$ cat src/rtl/serial_sub_ctrl_if.sv
// Operand/result bundle of the bit-serial subtract controller.
// Requester drives start and operands; the controller returns busy, done pulse and flags.
`timescale 1ns/1ps
interface serial_sub_ctrl_if #(
    parameter int WIDTH = 8
);
    logic             in_start;
    logic [WIDTH-1:0] in_a;
    logic [WIDTH-1:0] in_b;
    logic             out_busy;
    logic             out_done;
    logic [WIDTH-1:0] out_diff;
    logic             out_borrow;
    logic             out_overflow;
    logic             out_zero;

    modport master (
        output in_start, in_a, in_b,
        input  out_busy, out_done, out_diff, out_borrow, out_overflow, out_zero
    );

    modport slave (
        input  in_start, in_a, in_b,
        output out_busy, out_done, out_diff, out_borrow, out_overflow, out_zero
    );
endinterface

$ cat src/rtl/serial_sub_ctrl.sv
// Bit-serial a-b through one full-subtractor cell, LSB first; done pulses WIDTH+1 cycles after accept.
// No backpressure: start is taken only while idle, otherwise ignored; results hold until the next completion.
`timescale 1ns/1ps
module full_subtractor (
    input  logic in_a,
    input  logic in_b,
    input  logic in_borrow,
    output logic out_sub,
    output logic out_borrow
);
    assign out_sub    = in_a ^ in_b ^ in_borrow;
    assign out_borrow = (~in_a & in_b) | (~(in_a ^ in_b) & in_borrow);
endmodule

module serial_sub_ctrl #(
    parameter int WIDTH = 8
) (
    input  logic               in_clk,
    input  logic               in_rst_n,
    serial_sub_ctrl_if.slave   bus
);
    localparam int CW = $clog2(WIDTH);
    localparam logic [CW-1:0] LAST_BIT = CW'(WIDTH - 1);

    typedef enum logic [1:0] {
        S_IDLE = 2'd0,
        S_RUN  = 2'd1,
        S_DONE = 2'd2
    } state_t;

    state_t           r_state;
    state_t           w_next_state;
    logic [WIDTH-1:0] r_a_sr;
    logic [WIDTH-1:0] r_b_sr;
    logic [WIDTH-1:0] r_d_sr;
    logic [CW-1:0]    r_cnt;
    logic             r_borrow_ff;
    logic             r_a_msb;
    logic             r_b_msb;
    logic [WIDTH-1:0] r_diff;
    logic             r_borrow;
    logic             r_overflow;
    logic             r_zero;

    logic             w_accept;
    logic             w_run;
    logic             w_last;
    logic             w_sub;
    logic             w_cell_borrow;
    logic [WIDTH-1:0] w_diff_final;

    assign w_accept     = (r_state == S_IDLE) && bus.in_start;
    assign w_run        = (r_state == S_RUN);
    assign w_last       = w_run && (r_cnt == LAST_BIT);
    // The bit produced on the final edge is not yet in d_sr, so splice it in here.
    assign w_diff_final = {w_sub, r_d_sr[WIDTH-1:1]};

    full_subtractor u_cell (
        .in_a       (r_a_sr[0]),
        .in_b       (r_b_sr[0]),
        .in_borrow  (r_borrow_ff),
        .out_sub    (w_sub),
        .out_borrow (w_cell_borrow)
    );

    always_ff @(posedge in_clk or negedge in_rst_n) begin
        if (!in_rst_n) begin
            r_state <= S_IDLE;
        end else begin
            r_state <= w_next_state;
        end
    end

    always_comb begin
        w_next_state = r_state;
        case (r_state)
            S_IDLE:  if (bus.in_start) w_next_state = S_RUN;
            S_RUN:   if (r_cnt == LAST_BIT) w_next_state = S_DONE;
            S_DONE:  w_next_state = S_IDLE;
            default: w_next_state = S_IDLE;
        endcase
    end

    always_comb begin
        bus.out_busy = 1'b0;
        bus.out_done = 1'b0;
        case (r_state)
            S_RUN:  bus.out_busy = 1'b1;
            S_DONE: begin
                bus.out_busy = 1'b1;
                bus.out_done = 1'b1;
            end
            default: ;
        endcase
    end

    always_ff @(posedge in_clk or negedge in_rst_n) begin
        if (!in_rst_n) begin
            r_a_sr      <= '0;
            r_b_sr      <= '0;
            r_d_sr      <= '0;
            r_cnt       <= '0;
            r_borrow_ff <= 1'b0;
            r_a_msb     <= 1'b0;
            r_b_msb     <= 1'b0;
        end else if (w_accept) begin
            r_a_sr      <= bus.in_a;
            r_b_sr      <= bus.in_b;
            r_a_msb     <= bus.in_a[WIDTH-1];
            r_b_msb     <= bus.in_b[WIDTH-1];
            r_cnt       <= '0;
            r_borrow_ff <= 1'b0;
        end else if (w_run) begin
            r_d_sr      <= w_diff_final;
            r_a_sr      <= {1'b0, r_a_sr[WIDTH-1:1]};
            r_b_sr      <= {1'b0, r_b_sr[WIDTH-1:1]};
            r_borrow_ff <= w_cell_borrow;
            r_cnt       <= r_cnt + CW'(1);
        end
    end

    // Overflow: operand signs differ and the result sign departs from the minuend's.
    always_ff @(posedge in_clk or negedge in_rst_n) begin
        if (!in_rst_n) begin
            r_diff     <= '0;
            r_borrow   <= 1'b0;
            r_overflow <= 1'b0;
            r_zero     <= 1'b0;
        end else if (w_last) begin
            r_diff     <= w_diff_final;
            r_borrow   <= w_cell_borrow;
            r_overflow <= (r_a_msb != r_b_msb) && (w_sub != r_a_msb);
            r_zero     <= (w_diff_final == '0);
        end
    end

    assign bus.out_diff     = r_diff;
    assign bus.out_borrow   = r_borrow;
    assign bus.out_overflow = r_overflow;
    assign bus.out_zero     = r_zero;
endmodule

$ cat src/flat_wrapper.sv
// flat-port wrapper written by rule: the top's interface ports become plain ports
module serial_sub_ctrl_flat 
#(
    parameter int WIDTH = 8
)
  (in_clk, in_rst_n, bus_in_start, bus_in_a, bus_in_b, bus_out_busy, bus_out_done, bus_out_diff, bus_out_borrow, bus_out_overflow, bus_out_zero);
  serial_sub_ctrl_if #(.WIDTH(WIDTH)) bus_i ();
  input  logic in_clk;
  input  logic in_rst_n;
  input wire logic [$bits(bus_i.in_start)-1:0] bus_in_start;
  input wire logic [$bits(bus_i.in_a)-1:0] bus_in_a;
  input wire logic [$bits(bus_i.in_b)-1:0] bus_in_b;
  output wire logic [$bits(bus_i.out_busy)-1:0] bus_out_busy;
  output wire logic [$bits(bus_i.out_done)-1:0] bus_out_done;
  output wire logic [$bits(bus_i.out_diff)-1:0] bus_out_diff;
  output wire logic [$bits(bus_i.out_borrow)-1:0] bus_out_borrow;
  output wire logic [$bits(bus_i.out_overflow)-1:0] bus_out_overflow;
  output wire logic [$bits(bus_i.out_zero)-1:0] bus_out_zero;
  assign bus_i.in_start = bus_in_start;
  assign bus_i.in_a = bus_in_a;
  assign bus_i.in_b = bus_in_b;
  assign bus_out_busy = bus_i.out_busy;
  assign bus_out_done = bus_i.out_done;
  assign bus_out_diff = bus_i.out_diff;
  assign bus_out_borrow = bus_i.out_borrow;
  assign bus_out_overflow = bus_i.out_overflow;
  assign bus_out_zero = bus_i.out_zero;
  serial_sub_ctrl #(.WIDTH(WIDTH)) u_core (.in_clk(in_clk), .in_rst_n(in_rst_n), .bus(bus_i));
endmodule
$ cat config.mk
export PLATFORM = sky130hd
export DESIGN_NAME = serial_sub_ctrl_flat
export DESIGN_NICKNAME = d
export VERILOG_FILES = /design/src/rtl/serial_sub_ctrl_if.sv /design/src/rtl/serial_sub_ctrl.sv /design/src/flat_wrapper.sv
export SDC_FILE = /design/constraint.sdc
export NUM_CORES = 1
export LEC_CHECK = 0
export ABC_AREA = 1
export BUFFER_PORTS_ARGS = -buffer_cell sky130_fd_sc_hd__buf_4
export CAP_MARGIN = 25
export CORE_UTILIZATION = 40
export DETAILED_ROUTE_END_ITERATION = 7
export MAX_ROUTING_LAYER = met4
export SLEW_MARGIN = 15
export SYNTH_ARGS = -nofsm -noshare
export SYNTH_HDL_FRONTEND = slang
export SYNTH_SLANG_ARGS = --single-unit
$ cat constraint.sdc
create_clock -name in_clk -period 1.7 [get_ports in_clk]
set_input_delay 0.17 -clock in_clk [delete_from_list [all_inputs] [get_ports in_clk]]
set_output_delay 0.17 -clock in_clk [all_outputs]
set_load 0.05 [all_outputs]
Word-level counts from Yosys, hierarchy flattened:

Cells that the tools add are included.

* flip-flop bits (word level): 43
* input bits: 19
* output and inout port bits: 13
* word-level logic and storage cells: 50

* add/subtract/negate cells: 1
* equality and inequality tests: 7
* multiplexer cells: 13
* bitwise operators: 8
* reductions and logical operators: 9

Operators by type and width (number)
* $mux W8: 4
* $logic_not A8 Y1: 1
* $mux W3: 2
* $mux W1: 4
* $mux W2: 2
* $ne A2 B2 Y1 const B: 2
* $pmux W2 S2: 1
* $reduce_and A2 Y1: 2
* $add A3 B1 Y3 const B: 1
* $eq A3 B3 Y1 const B: 1
* $logic_and A1 B1 Y1: 3
* $not A1 Y1: 3
* $and A1 B1 Y1: 2
* $eq A2 B1 Y1 const B: 1
* $eq A2 B2 Y1 const B: 1
* $logic_not A2 Y1: 1
* $ne A1 B1 Y1: 2
* $reduce_bool A2 Y1: 1
* $reduce_or A2 Y1: 1
* $xor A1 B1 Y1: 2
* $or A1 B1 Y1: 1

Logic depth before layout (Yosys ltp):

* depth in word-level cells: 6
* depth in mapped cells: 8
* depth with buffers taken out: 7

Hierarchy:

Synthesis repeated with hierarchy kept, for this count alone.

* cells, all modules: 210
* area, all modules: 1885.6 sq um

By module, submodules not included
* serial_sub_ctrl: instances 1, cells an instance 206, area an instance 1854.3 sq um, seq. area each 1051.0 sq um
* full_subtractor: instances 1, cells an instance 4, area an instance 31.3 sq um, seq. area each 0.0 sq um

Worst setup path before layout:

No wires, ideal clock.

* kind: reg2reg
* start: register u_core.r_a_sr[0]
* end: register u_core.r_overflow, in the netlist u_core.bus.out_overflow
* setup time: 118 ps
* arrival: 1219 ps
* data required time: 1582 ps
* path slack: 364 ps
* cell stages (with the launch flop): 7
* path buffers: 0
* period minus slack after synthesis: 1336 ps
* cells stage by stage: dfrtp_1 > fa_1 > inv_1 > nand3b_1 > nand2_1 > nand2_1 > nand2_1

* cells in the longest elaborated chain, start to end: 4

RTL lines
* start: declaration: RTL line serial_sub_ctrl.sv:33 `logic [WIDTH-1:0] r_a_sr;`
* start signal: assignment: RTL line serial_sub_ctrl.sv:107 `r_a_sr <= bus.in_a;`
* start signal: assignment: RTL line serial_sub_ctrl.sv:115 `r_a_sr <= {1'b0, r_a_sr[WIDTH-1:1]};`
* $xor A1 B1 Y1 (2 in series): RTL line serial_sub_ctrl.sv:11 `assign out_sub = in_a ^ in_b ^ in_borrow;`
* net u_core.u_cell.out_sub: RTL line serial_sub_ctrl.sv:8 `output logic out_sub,`
* $ne A1 B1 Y1: RTL line serial_sub_ctrl.sv:132 `r_overflow <= (r_a_msb != r_b_msb) && (w_sub != r_a_msb);`
* $logic_and A1 B1 Y1: RTL line serial_sub_ctrl.sv:132
* end signal: assignment: RTL line serial_sub_ctrl.sv:132
* end: declaration: RTL line serial_sub_ctrl.sv:42 `logic r_overflow;`

The timed path passes the listed nets, and every way through them passes these cells.
A chain may end at the register's enable or synchronous reset.

Final worst setup path:

* start: register u_core.r_state[1]
* end: register u_core.r_zero, in the netlist u_core.bus.out_zero

* cells in the longest elaborated chain, start to end: 2

RTL lines
* start: declaration: RTL line serial_sub_ctrl.sv:31 `state_t r_state;`
* start signal: assignment: RTL line serial_sub_ctrl.sv:70 `r_state <= w_next_state;`
* $eq A2 B1 Y1: RTL line serial_sub_ctrl.sv:53 `assign w_run = (r_state == S_RUN);`
* $logic_and A1 B1 Y1: RTL line serial_sub_ctrl.sv:54 `assign w_last = w_run && (r_cnt == LAST_BIT);`
* end signal: assignment: RTL line serial_sub_ctrl.sv:133 `r_zero <= (w_diff_final == '0);`
* end: declaration: RTL line serial_sub_ctrl.sv:43 `logic r_zero;`

Every way passes these cells.

==> flow_summary.json <==
{
  "n_antenna_cell": 0,
  "place_hpwl_um": 2320,
  "status": "finished clean",
  "hold_class": "in -> reg",
  "num_rows": 24,
  "tightestPinTransition_ns": 0.521,
  "avgSynthCellArea_um2": 8.94,
  "drtPass1Iterations": 4,
  "fin_nets": 268,
  "antenna_found_initial": 0,
  "fp.dieArea_um2": 4950,
  "synth_area_um2": 1870,
  "rsz0062_at_grt": "false",
  "rr_worst_depth": 6,
  "fillerInstances": 441,
  "fin_crit_sh_pct": 89.5,
  "synth_cell_types": 19,
  "rrSetupSlack_ns": 0.18,
  "die-width_um": 70.4,
  "grt_pass1_wl_um": 6050,
  "synth-seq-cells": 42,
  "syn_inst": 209,
  "cp_max_fo": 20,
  "core_um2": 4410,
  "dr_total_vias": 1386,
  "hold_buffers": 1,
  "period_needed_ns": 1.52,
  "wl_per_cell_um": 11.5,
  "setup_viol": 0,
  "h-tree-depth": 2,
  "max_stage_delay_ns": 0.40,
  "p_per_area_nw_per_um2": 1910,
  "viasPerCell": 4.71,
  "endpoint": "u_core.bus.out_zero$_DFFE_PN0P_",
  "cts_buffer_depth": 2,
  "initial_core_util_pct": 42.3,
  "cts_root_buffer": "clkbuf_8",
  "synth_nets": 235,
  "cp_num_buf_inv": 1,
  "drc_errors": 0,
  "cts-resized-gates": 0,
  "synth_area_leaders": "dfrtp_1 (56%), nand2_1 (12%), o21ai_0 (6.2%)",
  "clock-sinks": 42,
  "hold_viol": 0,
  "antenna_left": 0,
  "cp_top_family": "simple AND/OR/NAND/NOR gates",
  "ios": 32,
  "cp_num_cells": 6,
  "clk_latency_ns": 0.29,
  "critPathKind": "reg -> reg",
  "place_congestion": 0.737,
  "grt_overflow": 0,
  "grt_max_degree": 43,
  "endpoint_kind": "register",
  "cts_setup_buffers": 0,
  "ys_warn_count": 0,
  "irDropWorstVdd_mv": 0.636,
  "regToRegEndpoint": "u_core.bus.out_zero$_DFFE_PN0P_",
  "cts_buffers": 5,
  "cp-start-kind": "register",
  "crit_arrival_ns": 1.75,
  "syn_to_final_growth_pct": 18.7,
  "setup_tns_ns": 0,
  "layout-drive-gt1-share_pct": 19.0,
  "maxSlewViolCount": 0,
  "crit_required_ns": 1.93,
  "io_buffers": 31,
  "die_h_um": 70.4,
  "cap_violations": 0,
  "critPathLaunch": "u_core.r_state[1]$_DFFE_PN0P_",
  "grt_pass1_vias": 1368,
  "max_slew_margin_pct": 65.3,
  "p_leak_nw": 1.14,
  "post-route-util_pct": 50.3,
  "yosys.area.top_type": "dfrtp_1",
  "routed_wl_um": 3380,
  "crit-reg2reg-launch": "u_core.r_state[1]$_DFFE_PN0P_",
  "synth_top_cell_area_share_pct": 56.2,
  "track_usage_pct": 16.0,
  "max_freq_mhz": 657,
  "cp_slowest_cell": "dfrtp_1",
  "finalClockSkew_ns": 0.00518,
  "cts_tree": "built",
  "clk_pin_slew_ns": 0.07,
  "crit_chain": "inv_1 -> ha_1 -> nand2_2 -> nor2_2 -> nand3_1 -> nand2_1",
  "drtIter0Drc": 88,
  "yosysSeqAreaShare_pct": 56.2
}
placed cells by master (no fill, tap or decap), types with 2 or more instances in the layout:
| cell type | n |
|---|---|
| nand3_1 | 7 |
| buf_4 | 35 |
| a31oi_1 | 11 |
| nor2_1 | 20 |
| clkbuf_8 | 5 |
| dfrtp_1 | 42 |
| nor2_2 | 2 |
| nand3b_1 | 2 |
| clkbuf_1 | 2 |
| o21ai_0 | 23 |
| nand2_2 | 2 |
| nand2_1 | 61 |
| inv_1 | 18 |
| ha_1 | 6 |
logic make-up after synthesis:
logic type / count (synthesis) / share of synthesized area (%)
buf+inv: 29 / 7.36
simple gates: 94 / 20.3
xor+xnor: 1 / 0.469
fa+ha+maj: 7 / 5.09
compound gates: 36 / 10.6
flops: 42 / 56.2
per-layer routing:
layer,global-route usage [%],wire length [um],up-vias
li1,-,-,730
met1,21.1,1690,622
met2,23.7,1500,28
met3,4.47,137,6
met4,5.33,50,0
met5,-,0,-
power breakdown:
part | internal (mW) | leakage (nW) | total [mW] | switching [mW]
logic | 0.691 | 0.566 | 1.98 | 1.28
clock network | 0.283 | 0.0383 | 0.596 | 0.314
registers | 1.44 | 0.531 | 1.67 | 0.228
worst reg2reg max path, stage by stage, from the launching register on:
cell	delay [ns]
dfrtp_1	0.40
inv_1	0.11
ha_1	0.35
nand2_2	0.28
nor2_2	0.17
nand3_1	0.09
nand2_1	0.06
layout make-up:
cell class	count	area (um^2)	area share, %
Sequential cell	42	1050	47.4
Multi-Input combinational cell	138	681	30.7
Timing Repair Buffer	36	273	12.3
Clock buffer	7	76.3	3.44
Inverter	19	73.8	3.33
Tap cell	52	65.1	2.93
sequential cells by signal, indices dropped and copies added, names as in the netlist, 2 cells and up:
| signal | cells |
|---|---|
| u_core.r_cnt | 3 |
| u_core.r_d_sr | 7 |
| u_core.r_a_sr | 8 |
| u_core.bus.out_diff | 8 |
| u_core.r_state | 2 |
| u_core.r_b_sr | 8 |
metrics by stage:
step | setup slack [ns] | power (mW) | hold slack [ns] | area, um^2 | instances
floorplan | 0.364 | 3.20 | -0.126 | 1870 | 209
global placement | 0.216 | 3.67 | 0.191 | 2130 | 286
detailed placement | 0.187 | 3.70 | 0.193 | 2130 | 286
CTS | 0.159 | 4.31 | 0.0995 | 2220 | 294
global route | 0.00118 | 4.63 | 0.111 | 2220 | 294
finish | 0.178 | 4.24 | 0.104 | 2220 | 294
worst min-delay path by stage:
| stage | start | endpoint | slack (ns) | cells after the start |
|---|---|---|---|---|
| 2_1_floorplan | in_rst_n | u_core.bus.out_borrow$_DFFE_PN0P_ | -0.13 | 0 |
| 3_3_place_gp | in_rst_n | u_core.bus.out_diff[0]$_DFFE_PN0P_ | 0.19 | 1 |
| 3_5_place_dp | in_rst_n | u_core.r_d_sr[1]$_DFFE_PN0P_ | 0.19 | 1 |
| 4_1_cts | bus_in_a[3] | u_core.r_a_sr[3]$_DFFE_PN0P_ | 0.1 | 3 |
| 5_1_grt | bus_in_a[0] | u_core.r_a_sr[0]$_DFFE_PN0P_ | 0.11 | 3 |
| 6_report | bus_in_a[3] | u_core.r_a_sr[3]$_DFFE_PN0P_ | 0.10 | 3 |
synthesized netlist by cell type:
library cell and n:
nand2_2 2, a21oi_1 1, buf_2 6, nand3b_1 2, xnor2_1 1, nor2_2 2
o21ai_2 1, ha_1 6, fa_1 1, buf_6 1, o21ai_0 23, inv_4 1
nand2_1 61, nor2_1 20, a31oi_1 11, dfrtp_1 42, buf_4 3, inv_1 18
nand3_1 7
(Power assumes the default switching activity.)
